$ cat config.mk
export PLATFORM = sky130hd
export DESIGN_NAME = mux2to1_arbiter
export DESIGN_NICKNAME = d
export VERILOG_FILES = /design/src/rtl/mux2to1_arbiter.sv
export SDC_FILE = /design/constraint.sdc
export NUM_CORES = 1
export LEC_CHECK = 0
export ABC_AREA = 1
export BUFFER_PORTS_ARGS = -buffer_cell sky130_fd_sc_hd__buf_2
export CORE_MARGIN = 5
export CORE_UTILIZATION = 40
export DETAILED_ROUTE_END_ITERATION = 8
export GPL_TIMING_DRIVEN = 0
export PLACE_DENSITY = 0.81
export SYNTH_ARGS = -nofsm -noshare
export SYNTH_HDL_FRONTEND = slang
export SYNTH_SLANG_ARGS = --single-unit
$ cat constraint.sdc
create_clock -name clk -period 2.17 [get_ports clk]
set_input_delay 0.217 -clock clk [delete_from_list [all_inputs] [get_ports clk]]
set_output_delay 0.217 -clock clk [all_outputs]
set_load 0.01 [all_outputs]
$ cat src/rtl/mux2to1_arbiter.sv
// mux2to1_arbiter: two-requester arbiter with a shared 2:1 data mux.
// Fairness comes from last-served priority and a per-grant transfer budget.
module mux2to1_arbiter #(
  parameter int WIDTH    = 8,
  parameter int MAX_HOLD = 4
) (
  input  logic             clk,
  input  logic             rst_n,
  input  logic             req0,
  input  logic [WIDTH-1:0] data0,
  input  logic             req1,
  input  logic [WIDTH-1:0] data1,
  input  logic             out_ready,
  output logic             gnt0,
  output logic             gnt1,
  output logic             sel,
  output logic             out_valid,
  output logic [WIDTH-1:0] out_data
);
  localparam logic [1:0] IDLE = 2'd0, OWN0 = 2'd1, OWN1 = 2'd2;
  localparam logic [3:0] MAXH = 4'(MAX_HOLD);
  logic [1:0] state, nxt;
  logic [3:0] hold, hold_inc;
  logic       last_srv, xfer;
  assign gnt0      = state == OWN0;
  assign gnt1      = state == OWN1;
  assign out_valid = (gnt0 & req0) | (gnt1 & req1);
  assign out_data  = sel ? data1 : data0;
  assign xfer      = out_valid & out_ready;
  // the budget check uses the count including this cycle's transfer
  always_comb hold_inc = (xfer && hold != MAXH) ? hold + 4'd1 : hold;
  always_comb
    nxt = state == IDLE ? ((req0 && req1) ? (last_srv ? OWN0 : OWN1) : req0 ? OWN0 : req1 ? OWN1 : IDLE)
        : state == OWN0 ? (!req0 ? (req1 ? OWN1 : IDLE) : (req1 && hold_inc == MAXH) ? OWN1 : OWN0)
        : state == OWN1 ? (!req1 ? (req0 ? OWN0 : IDLE) : (req0 && hold_inc == MAXH) ? OWN0 : OWN1)
        : IDLE;
  always_ff @(posedge clk or negedge rst_n)
    if (!rst_n) begin
      state    <= IDLE;
      hold     <= 4'd0;
      sel      <= 1'b0;
      last_srv <= 1'b1;
    end else begin
      state    <= nxt;
      hold     <= (nxt != state) ? 4'd0 : hold_inc;
      sel      <= (nxt == OWN1) ? 1'b1 : (nxt == OWN0) ? 1'b0 : sel;
      last_srv <= xfer ? gnt1 : last_srv;
    end
endmodule

Word-level counts from Yosys, hierarchy flattened
Cells that the tools add are included.
{ "totals": {"out_inout_bits": 12, "input_bits": 21, "regBits": 8} }
{ "classes": {"n_reduce_logical": 6, "mux": 17, "bitwise_logic": 4, "n_eq_ne": 7, "addsub": 1} }
{ "op_table": {"columns": ["op", "count"], "rows": [
  ["2-bit two-way mux", 11],
  ["4-bit two-way mux", 2],
  ["8-bit two-way mux", 1],
  ["4-bit by 1-bit adder with 4-bit output (second input constant)", 1],
  ["2-bit by 1-bit == test with 1-bit output (second input constant)", 2],
  ["2-bit == test (second input constant)", 2],
  ["4-bit by 3-bit == test with 1-bit output (second input constant)", 1],
  ["1-bit logical AND", 4],
  ["4-bit by 3-bit != test with 1-bit output (second input constant)", 1],
  ["1-bit bitwise AND", 3],
  ["1-bit two-way mux", 3],
  ["2-bit zero test", 1],
  ["2-bit != test", 1],
  ["2-bit nonzero test", 1],
  ["1-bit OR", 1]
]} }

Logic depth before layout (Yosys ltp)
Gate-level depths: netlist (run 1).
{ "depth": {"word_depth": 16, "mapped_depth": 16, "depth_no_buf": 16} }

Least setup slack after synthesis (run 1)
Ideal clock, no wire load.
{ "synth_path": {"path_kind": "flip-flop to flip-flop", "startpoint": "reg hold[0]", "endpoint": "reg sel", "stages_incl_launch_ff": 13, "setup_ns": 0.125, "path_slack_ns": 0.064, "t_arrival_ns": 1.981, "required_ns": 2.045, "n_path_buf": 0, "cell_sequence": "dfrtp_1 inv_1 ha_1 nand3_1 nand3_2 nand2_1 nand2_2 nor2_2 nand3_1 nand3_1 nand3_1 ha_1 mux2_2"} }
{ "synth_between": {"elab_chain_len": 12, "elab_cells_between_ends": 18, "classes_between": "1 x add/sub; 4 x eq/ne; 9 x mux; 4 x reduce/logical"} }
{ "synth_rtl": {"columns": ["item", "line_no", "text"], "rows": [
  ["start: declaration", "23", "logic [3:0] hold, hold_inc;"],
  ["start signal: assignment", "45", "hold <= (nxt != state) ? 4'd0 : hold_inc;"],
  ["branches (longest 2 deep; another with 4-bit by 1-bit adder with 4-bit output)", null, null],
  ["4-bit two-way mux *", "31", "always_comb hold_inc = (xfer && hold != MAXH) ? hold + 4'd1 : hold;"],
  ["4-bit by 3-bit == test with 1-bit output *", "34, 35", null],
  ["1-bit logical AND", "35", ": state == OWN1 ? (!req1 ? (req0 ? OWN0 : IDLE) : (req0 && hold_inc == MAXH) ? OWN0 : OWN1)"],
  ["2-bit two-way mux (3 in series)", "35", null],
  ["2-bit two-way mux *", "34", ": state == OWN0 ? (!req0 ? (req1 ? OWN1 : IDLE) : (req1 && hold_inc == MAXH) ? OWN1 : OWN0)"],
  ["2-bit two-way mux *", "33", "nxt = state == IDLE ? ((req0 && req1) ? (last_srv ? OWN0 : OWN1) : req0 ? OWN0 : req1 ? OWN1 : IDLE)"],
  ["net nxt[1]", "22", "logic [1:0] state, nxt;"],
  ["2-bit == test / 2-bit by 1-bit == test with 1-bit output (equally long branches)", "46", "sel <= (nxt == OWN1) ? 1'b1 : (nxt == OWN0) ? 1'b0 : sel;"],
  ["1-bit two-way mux / 2-bit nonzero test (equally long branches)", null, null],
  ["end signal: assignment", "46", null],
  ["end: declaration", "16", "output logic sel,"]
]} }
Mark *: on every way through the listed nets, which the timed path passes.
A chain may end at the register's enable or synchronous reset.

Worst setup path in the final report (run 1)
{ "layout_path": {"startpoint": "reg state[1]", "endpoint": "reg sel"} }
{ "layout_between": {"elab_chain_len": 15, "elab_cells_between_ends": 23, "classes_between": "5 x eq/ne; 9 x mux; 4 x bitwise; 5 x reduce/logical"} }
{ "layout_rtl": {"columns": ["item", "line_no", "text"], "rows": [
  ["start: declaration", "22", null],
  ["start signal: assignment", "44", "state <= nxt;"],
  ["2-bit by 1-bit == test with 1-bit output / 2-bit == test (equally long branches)", null, null],
  ["1-bit bitwise AND", "27", "assign out_valid = (gnt0 & req0) | (gnt1 & req1);"],
  ["1-bit OR", "27", null],
  ["1-bit bitwise AND", "29", "assign xfer = out_valid & out_ready;"],
  ["1-bit logical AND", "31", null],
  ["4-bit two-way mux", "31", null],
  ["4-bit by 3-bit == test with 1-bit output", "34, 35", null],
  ["1-bit logical AND", "35", null],
  ["2-bit two-way mux (3 in series)", "35", null],
  ["2-bit two-way mux", "34", null],
  ["2-bit two-way mux *", "33", null],
  ["2-bit == test / 2-bit by 1-bit == test with 1-bit output (equally long branches)", "46", null],
  ["1-bit two-way mux / 2-bit nonzero test (equally long branches)", null, null]
]} }
Every way passes the cells marked *; elsewhere a longest branch is shown, timed or not.

==> impl_summary.log, run 1 <==
[metrics] Largest delay share family, worst path: simple AND/OR/NAND/NOR gates
[metrics] global routing usage on met1: 0.195
[metrics] number of antenna violations at the first check in global routing: 0
[metrics] number of nets in the synthesized netlist: approximately 120
[metrics] mux cell area share after synthesis: 0.151
[metrics] critical path class: reg2reg
[metrics] failing checks: negative setup slack
[metrics] synthesized cell area: between 600 and 700 µm²
[metrics] Post-Layout Cell Count: around 160
[metrics] clk buf depth: 2
[metrics] setup repair after global routing missed its margin: true
[metrics] final critical-path setup slack: -0.0378 ns
[metrics] leakage power: 0.570 nW
[metrics] overall power: around 0.0012 W
[metrics] Synth Register Bits: 8
[metrics] clock insertion delay at the later pin of the skew report: between 0.2 and 0.3 ns
[metrics] met3 Track Usage GR: 0.0262
[metrics] post-route cell area: between 1000 and 1500 µm²
[metrics] largest clock skew in the final design: around 0.0057 ns
[metrics] Mapped Cells: 91
[metrics] buffers added on ports: 32
[metrics] Max Clock Freq: 453 MHz
[metrics] fraction of the mapped netlist area in compound gates: 0.0467
[metrics] half-perimeter wire length of the detailed placement result: approximately 1.4 mm
[metrics] number of DRC violations after detailed-routing iteration 0: 20
[metrics] TritonCTS Buffers: 3
[metrics] floorplan die width: approximately 51 µm
[metrics] post-synthesis to final-layout area growth: 72.7%
[metrics] fraction of final layout cells with drive strength greater than 1: 0.641
[metrics] combinational family with the most area after synthesis: simple AND/OR/NAND/NOR gates
[metrics] number of setup violations in the final report: 1
[metrics] DP Cell Count: roughly 140
[metrics] wire length of the first global-routing pass: between 3 and 4 mm
[metrics] cell-by-cell trace of the critical path: inv_2 > nand3_2 > nand2_4 > nand3_4 > nand2_2 > nand2_2 > nor2_4 > nand3_2 > nand2_1 > nand2_1 > nand2_1 > nand2_2 > ha_4 > mux2_4
[metrics] final period demand of the worst path: about 2.2 ns
[metrics] die height: 50.9 µm
[metrics] first drt pass iteration count: 4
[metrics] grt peak-use layer: met2
[metrics] I/O pin count: 33
[metrics] post-layout net count: 170
[metrics] clock tree from TritonCTS: done
[metrics] startpoint kind of the worst setup timing path: register
[metrics] drt via density: just over 5
[metrics] Data required, critical path: 2.30 ns
[metrics] overall die area: 2590 µm²
[metrics] CP max stage delay: 0.43 ns
[metrics] worst ir drop on vdd: 827 µV
[metrics] number of sinks on the clock net: 8
[metrics] total cell area at the placement stage: about 850 µm²
[metrics] post-synthesis sequential area ratio: 0.301
[metrics] core occupancy in the finished layout: 0.750
[metrics] wire length per cell after detailed routing: 13.8 µm
[metrics] CTS Root Buffer Type: sky130_fd_sc_hd__clkbuf_4
[metrics] cell with the biggest individual delay on the critical path: sky130_fd_sc_hd__dfrtp_1
[metrics] drt total wl: about 2.2 mm
[metrics] cell row count: 14
[metrics] Slew @ Worst Pin: 0.395 ns
[metrics] Cell Pwr Density: about 1100 nW/µm²
[metrics] largest fanout on the critical path: 5
[metrics] Post-Synth Adder-Cell Area: 0.0561
[metrics] final routed DRC violation total: 0
[metrics] Hold/Removal Path Class: in2reg
[metrics] via count of the first global-routing pass: about 800
[metrics] number of distinct standard cells referenced by the synthesized netlist: 18
[metrics] Hold Vio Cnt, Final: 0
[metrics] routed via count: a little over 800
[metrics] Worst Path Buf+Inv: 1
[metrics] fillcell total: 104
[metrics] run status: complete, but fails checks
[metrics] crit share post-route: 1.02
[metrics] Post-Syn Area per Cell: 7.36 µm²
[metrics] count of antenna diodes in the layout: 0
[metrics] most used cells in the layout excluding fill and tap cells: 32 x sky130_fd_sc_hd__buf_2, 16 x sky130_fd_sc_hd__nand2_1, 15 x sky130_fd_sc_hd__buf_4
[metrics] total routing usage reported by global routing: 0.157
[metrics] leading cell type in the layout, fill and taps excluded: sky130_fd_sc_hd__buf_2
[metrics] Antenna Nets Post-Route: 0
[metrics] accumulated negative setup slack: -0.0378 ns
[metrics] arrival time of data at the critical path endpoint: around 2.3 ns
[metrics] max-slew violations: 0
[metrics] relative max-transition margin: 0.736
[metrics] # H-tree levels: 1
[metrics] type of destination of the critical path: register
[metrics] post-synthesis share of cell area spent on and, or, nand and nor gates: 0.366
[metrics] xor/xnor share of the synthesized area: 0
[metrics] Max-Cap Viols: 0
[metrics] final global-route overflow total: 0
[metrics] clk slew on worst S/H paths: approximately 0.060 ns
[metrics] effective utilization at floorplan: 0.434
[metrics] count of warnings emitted by yosys: 0
[metrics] Placeable Area: between 1500 and 2000 µm²
[metrics] met2 layer usage reported by global route: 0.267
[metrics] pin count of the biggest net entering global routing: 10
[metrics] placer congestion estimate: 0.856
path summary, 6_finish.rpt:
path	start	end	slack, ns	cells past startpoint
min in group asynchronous	rst_n	state[1]	0.34	2
setup / recovery	state[1]	sel	-0.04	14
hold / removal	out_ready	last_srv	0.31	3
max in group asynchronous	rst_n	last_srv	1.59	2
setup reg to reg	state[1]	sel	-0.04	14
hold reg to reg	last_srv	last_srv	0.50	2
flip-flops by register name, indices dropped and copies added (netlist names):
signal	flops
hold	4
state	2
last_srv	1
sel	1
logic make-up (layout without fill, tap and decap cells):
logic type,count (synthesis),in the layout
compound gates,5,5
mux,9,9
flops,8,8
fa+ha+maj,3,3
simple gates,52,52
buf+inv,14,68
power by group:
group	switching (W)	internal, W
Clock	0.0000489	0.0000702
Sequential	0.0000494	0.000199
Combinational	0.000432	0.000417
Total	0.000530	0.000686
area by class of cell:
class | instances | area, µm² | share of cell area
buffer | 1 | 3.75 | 0.00325
inverter | 13 | 48.8 | 0.0422
clock buffer | 4 | 26.3 | 0.0227
timing repair buffer | 50 | 305 | 0.264
sequential | 8 | 203 | 0.175
multi-input combinational | 69 | 549 | 0.475
tap | 16 | 20.0 | 0.0173
per-stage QoR:
step / hold WS (ns) / setup slack, ns
floorplan: -0.0786 / 0.0640
detailed placement: 0.0627 / -0.162
global route: 0.333 / -0.152
CTS: 0.294 / 0.000458
finish: 0.313 / -0.0378
global placement: 0.0577 / -0.0949
synth_stat cells:
cell type / number / share of area
sky130_fd_sc_hd__nand4_1: 5 / 0.047
sky130_fd_sc_hd__nor2_1: 7 / 0.039
sky130_fd_sc_hd__nand2_2: 5 / 0.047
sky130_fd_sc_hd__nand3_1: 9 / 0.067
sky130_fd_sc_hd__nand3_2: 1 / 0.015
sky130_fd_sc_hd__dfstp_2: 1 / 0.039
sky130_fd_sc_hd__nor2_2: 2 / 0.019
sky130_fd_sc_hd__mux2_2: 9 / 0.15
sky130_fd_sc_hd__o21ai_2: 1 / 0.013
sky130_fd_sc_hd__ha_1: 3 / 0.056
sky130_fd_sc_hd__clkbuf_1: 1 / 0.0056
sky130_fd_sc_hd__dfrtp_1: 7 / 0.26
sky130_fd_sc_hd__inv_1: 13 / 0.073
sky130_fd_sc_hd__o21ai_0: 1 / 0.0075
sky130_fd_sc_hd__o31ai_1: 1 / 0.011
sky130_fd_sc_hd__or2_2: 1 / 0.0094
sky130_fd_sc_hd__a21oi_1: 2 / 0.015
sky130_fd_sc_hd__nand2_1: 22 / 0.12
per-layer routing:
| layer | share of wire | vias to the layer above |
|---|---|---|
| li1 | - | 411 |
| met4 | 0.0081 | 0 |
| met1 | 0.41 | 377 |
| met3 | 0.079 | 2 |
| met2 | 0.50 | 38 |
| met5 | 0 | - |
repair_timing:
action | CTS | global route
setup endpoints to repair | 1 | 5
hold buffers | 1 | 0
hold endpoints to repair | 7 | 0
pin swaps | 14 | 11
gates resized for setup | 17 | 15
buffers inserted | 12 | 5
worst register-to-register path, stage by stage (launching register included):
cell	delay, ns
sky130_fd_sc_hd__dfrtp_1	0.43
sky130_fd_sc_hd__inv_2	0.09
sky130_fd_sc_hd__nand3_2	0.08
sky130_fd_sc_hd__nand2_4	0.11
sky130_fd_sc_hd__nand3_4	0.10
sky130_fd_sc_hd__nand2_2	0.09
sky130_fd_sc_hd__nand2_2	0.07
sky130_fd_sc_hd__nor2_4	0.14
sky130_fd_sc_hd__nand3_2	0.12
sky130_fd_sc_hd__nand2_1	0.08
sky130_fd_sc_hd__nand2_1	0.05
sky130_fd_sc_hd__nand2_1	0.07
sky130_fd_sc_hd__nand2_2	0.08
sky130_fd_sc_hd__ha_4	0.27
sky130_fd_sc_hd__mux2_4	0.28
Note: power is estimated with default switching activity, not from simulation.
==> run 2: changes to the inputs <==
--- a/config.mk
+++ b/config.mk
@@ -12,6 +12,8 @@
 export DETAILED_ROUTE_END_ITERATION = 8
 export GPL_TIMING_DRIVEN = 0
 export PLACE_DENSITY = 0.81
+export SKIP_CTS_REPAIR_TIMING = 1
 export SYNTH_ARGS = -nofsm -noshare
 export SYNTH_HDL_FRONTEND = slang
 export SYNTH_SLANG_ARGS = --single-unit
+export TNS_END_PERCENT = 1
==> run 2 against run 1 <==
  * The flow still finishes with violations (negative setup slack)
  * Count of clock-buffer cells in the layout did not move
  * Critical path depth did not move
  * Global-route usage is 3.1 points lower
  * Non-clock buffer count is 7 lower
  * Sequential cell count stayed put
  * Clock power barely moved
  * Largest cell class unchanged
==> impl_summary.log, run 2 (synthesized netlist as in run 1, its figures left out) <==
[metrics] total routing usage reported by global routing: 0.127
[metrics] Worst R2R End: sel
[metrics] launch point of the worst path: state[1]
[metrics] relative max-transition margin: 0.736
[metrics] clock insertion delay at the later pin of the skew report: approximately 0.25 ns
[metrics] clock tree from TritonCTS: done
[metrics] Internal Power: 0.000642 W
[metrics] number of antenna violations at the first check in global routing: 0
[metrics] TritonCTS Buffers: 3
[metrics] end point of the critical path: sel
[metrics] failing checks: negative setup slack
[metrics] Top Registers: hold: 4 flops, state: 2 flops
[metrics] proportion of power drawn by the clock network: 0.104
[metrics] placer congestion estimate: between 0.8 and 0.9
[metrics] drt via density: between 5 and 6
[metrics] Data required, critical path: 2.30 ns
[metrics] final routed DRC violation total: 0
[metrics] multi-input logic area: approximately 520 µm²
[metrics] final global-route overflow total: 0
[metrics] die height: ~51 µm
[metrics] Reg2Reg Launch Point: state[1]
[metrics] largest fanout on the critical path: 5
[metrics] startpoint kind of the worst setup timing path: register
[metrics] I/O pin count: 33
[metrics] first drt pass iteration count: 4
[metrics] routed via count: around 820
[metrics] post-synthesis to final-layout area growth: 60.6%
[metrics] effective utilization at floorplan: 0.434
[metrics] setup repair after global routing missed its margin: true
[metrics] Antenna Nets Post-Route: 0
[metrics] Hold Vio Cnt, Final: 0
[metrics] wire length per cell after detailed routing: roughly 13 µm
[metrics] number of flip-flops in the largest register: 4
[metrics] DP Worst Slack: -0.162 ns
[metrics] Slew @ Worst Pin: approximately 0.40 ns
[metrics] clk buf depth: 2
[metrics] final period demand of the worst path: between 2 and 2.5 ns
[metrics] number of sinks on the clock net: 8
[metrics] Cell Pwr Density: between 1000 and 1500 nW/µm²
[metrics] buffers added on ports: 32
[metrics] via count of the first global-routing pass: roughly 690
[metrics] FF-to-FF setup slack: -0.07 ns
[metrics] Max-Cap Viols: 0
[metrics] Max Clock Freq: 446 MHz
[metrics] footprint of the flip-flops and latches: 205 µm²
[metrics] switch share: 0.442
[metrics] final hold slack: 0.300 ns
[metrics] largest reg by FF count: hold
[metrics] number of setup violations in the final report: 1
[metrics] floorplan die width: a little over 50 µm
[metrics] fraction of final layout cells with drive strength greater than 1: 0.616
[metrics] most used cells in the layout excluding fill and tap cells: 32 x sky130_fd_sc_hd__buf_2, 16 x sky130_fd_sc_hd__nand2_1, 10 x sky130_fd_sc_hd__inv_1
[metrics] Placeable Area: about 1500 µm²
[metrics] overall die area: about 2600 µm²
[metrics] relative contribution of combinational cells to total power: 0.678
[metrics] Hold/Removal Path Class: in2reg
[metrics] drt total wl: 2.06 mm
[metrics] reg2reg path depth: 14
[metrics] count of antenna diodes in the layout: 0
[metrics] max-slew violations: 0
[metrics] type of destination of the critical path: register
[metrics] crit share post-route: 1.03
[metrics] Net Switching: between 0.0005 and 0.0006 W
[metrics] post-layout net count: 163
[metrics] arrival time of data at the critical path endpoint: 2.37 ns
[metrics] half-perimeter wire length of the detailed placement result: 1.35 mm
[metrics] Reg power frac: 0.218
[metrics] run status: complete, but fails checks
[metrics] wire length of the first global-routing pass: between 2 and 3 mm
[metrics] cell row count: 14
[metrics] critical path class: reg2reg
[metrics] leakage power: between 0.5 and 0.6 nW
[metrics] # H-tree levels: 1
[metrics] clk slew on worst S/H paths: approximately 0.060 ns
[metrics] pin count of the biggest net entering global routing: 10
[metrics] leading cell type in the layout, fill and taps excluded: sky130_fd_sc_hd__buf_2
[metrics] final critical-path setup slack: -0.0712 ns
[metrics] fillcell total: around 120
[metrics] CTS Root Buffer Type: sky130_fd_sc_hd__clkbuf_4
[metrics] worst ir drop on vdd: 816 µV
[metrics] largest clock skew in the final design: between 0.006 and 0.007 ns
[metrics] number of DRC violations after detailed-routing iteration 0: 23
-- run 2: cell count changes in the layout (fill, tap and decap cells not counted), sizes merged --
cell,before,now
buf,49,42
-- run 2: power groups by stage --
stage	combinational (W)	sequential (W)	clock, W
floorplan	0.000377	0.000232	0
global placement	0.000507	0.000237	0
detailed placement	0.000524	0.000239	0
CTS	0.000527	0.000237	0.000124
global route	0.000845	0.000256	0.000126
finish	0.000780	0.000251	0.000120
-- run 2: area by class of cell --
cell class | count | area share
Multi-Input combinational cell | 69 | 0.485
Timing Repair Buffer | 43 | 0.232
Sequential cell | 8 | 0.191
Inverter | 13 | 0.0454
Clock buffer | 4 | 0.0244
Tap cell | 16 | 0.0186
Buffer | 1 | 0.00349
-- run 2: worst min path at each step --
stage                          from        to  slack (ns)  cells after the start
after detailed placement      rst_n       sel        0.06                      1
after CTS                     rst_n  state[1]       -0.21                      1
after global placement        rst_n       sel        0.06                      1
final                     out_ready  last_srv        0.30                      3
after global routing      out_ready  last_srv        0.31                      3
after floorplan               rst_n   hold[0]       -0.08                      0
-- run 2: per-stage QoR --
step,TNS (ns),std cells,util,total power (W),area [µm²]
floorplan,0,91,-,0.000609,669
global placement,-0.0949,139,0.551,0.000745,850
CTS,-0.194,143,0.568,0.000888,876
global route,-0.176,154,0.697,0.00123,1070
finish,-0.0712,154,0.697,0.00115,1070
detailed placement,-0.162,139,0.551,0.000763,850
-- run 2: per-layer routing --
metal	vias to the layer above	global-route usage	wire, µm	share of wire
li1	395	-	-	-
met1	369	0.165	743	0.36
met2	47	0.205	1060	0.51
met3	4	0.0262	205	0.10
met4	0	0.0511	50	0.024
met5	-	0	0	0
-- run 2: worst max-delay path, stage by stage, from the launching register on --
cell and delay, ns:
sky130_fd_sc_hd__dfrtp_1 0.43, sky130_fd_sc_hd__inv_2 0.12, sky130_fd_sc_hd__nand3_2 0.08, sky130_fd_sc_hd__nand2_4 0.13, sky130_fd_sc_hd__nand3_4 0.11, sky130_fd_sc_hd__nand2_2 0.09, sky130_fd_sc_hd__nand2_2 0.08, sky130_fd_sc_hd__nor2_4 0.12
sky130_fd_sc_hd__nand3_2 0.09, sky130_fd_sc_hd__nand2_1 0.08, sky130_fd_sc_hd__nand2_1 0.04, sky130_fd_sc_hd__nand2_1 0.07, sky130_fd_sc_hd__nand2_2 0.09, sky130_fd_sc_hd__ha_4 0.27, sky130_fd_sc_hd__mux2_4 0.28
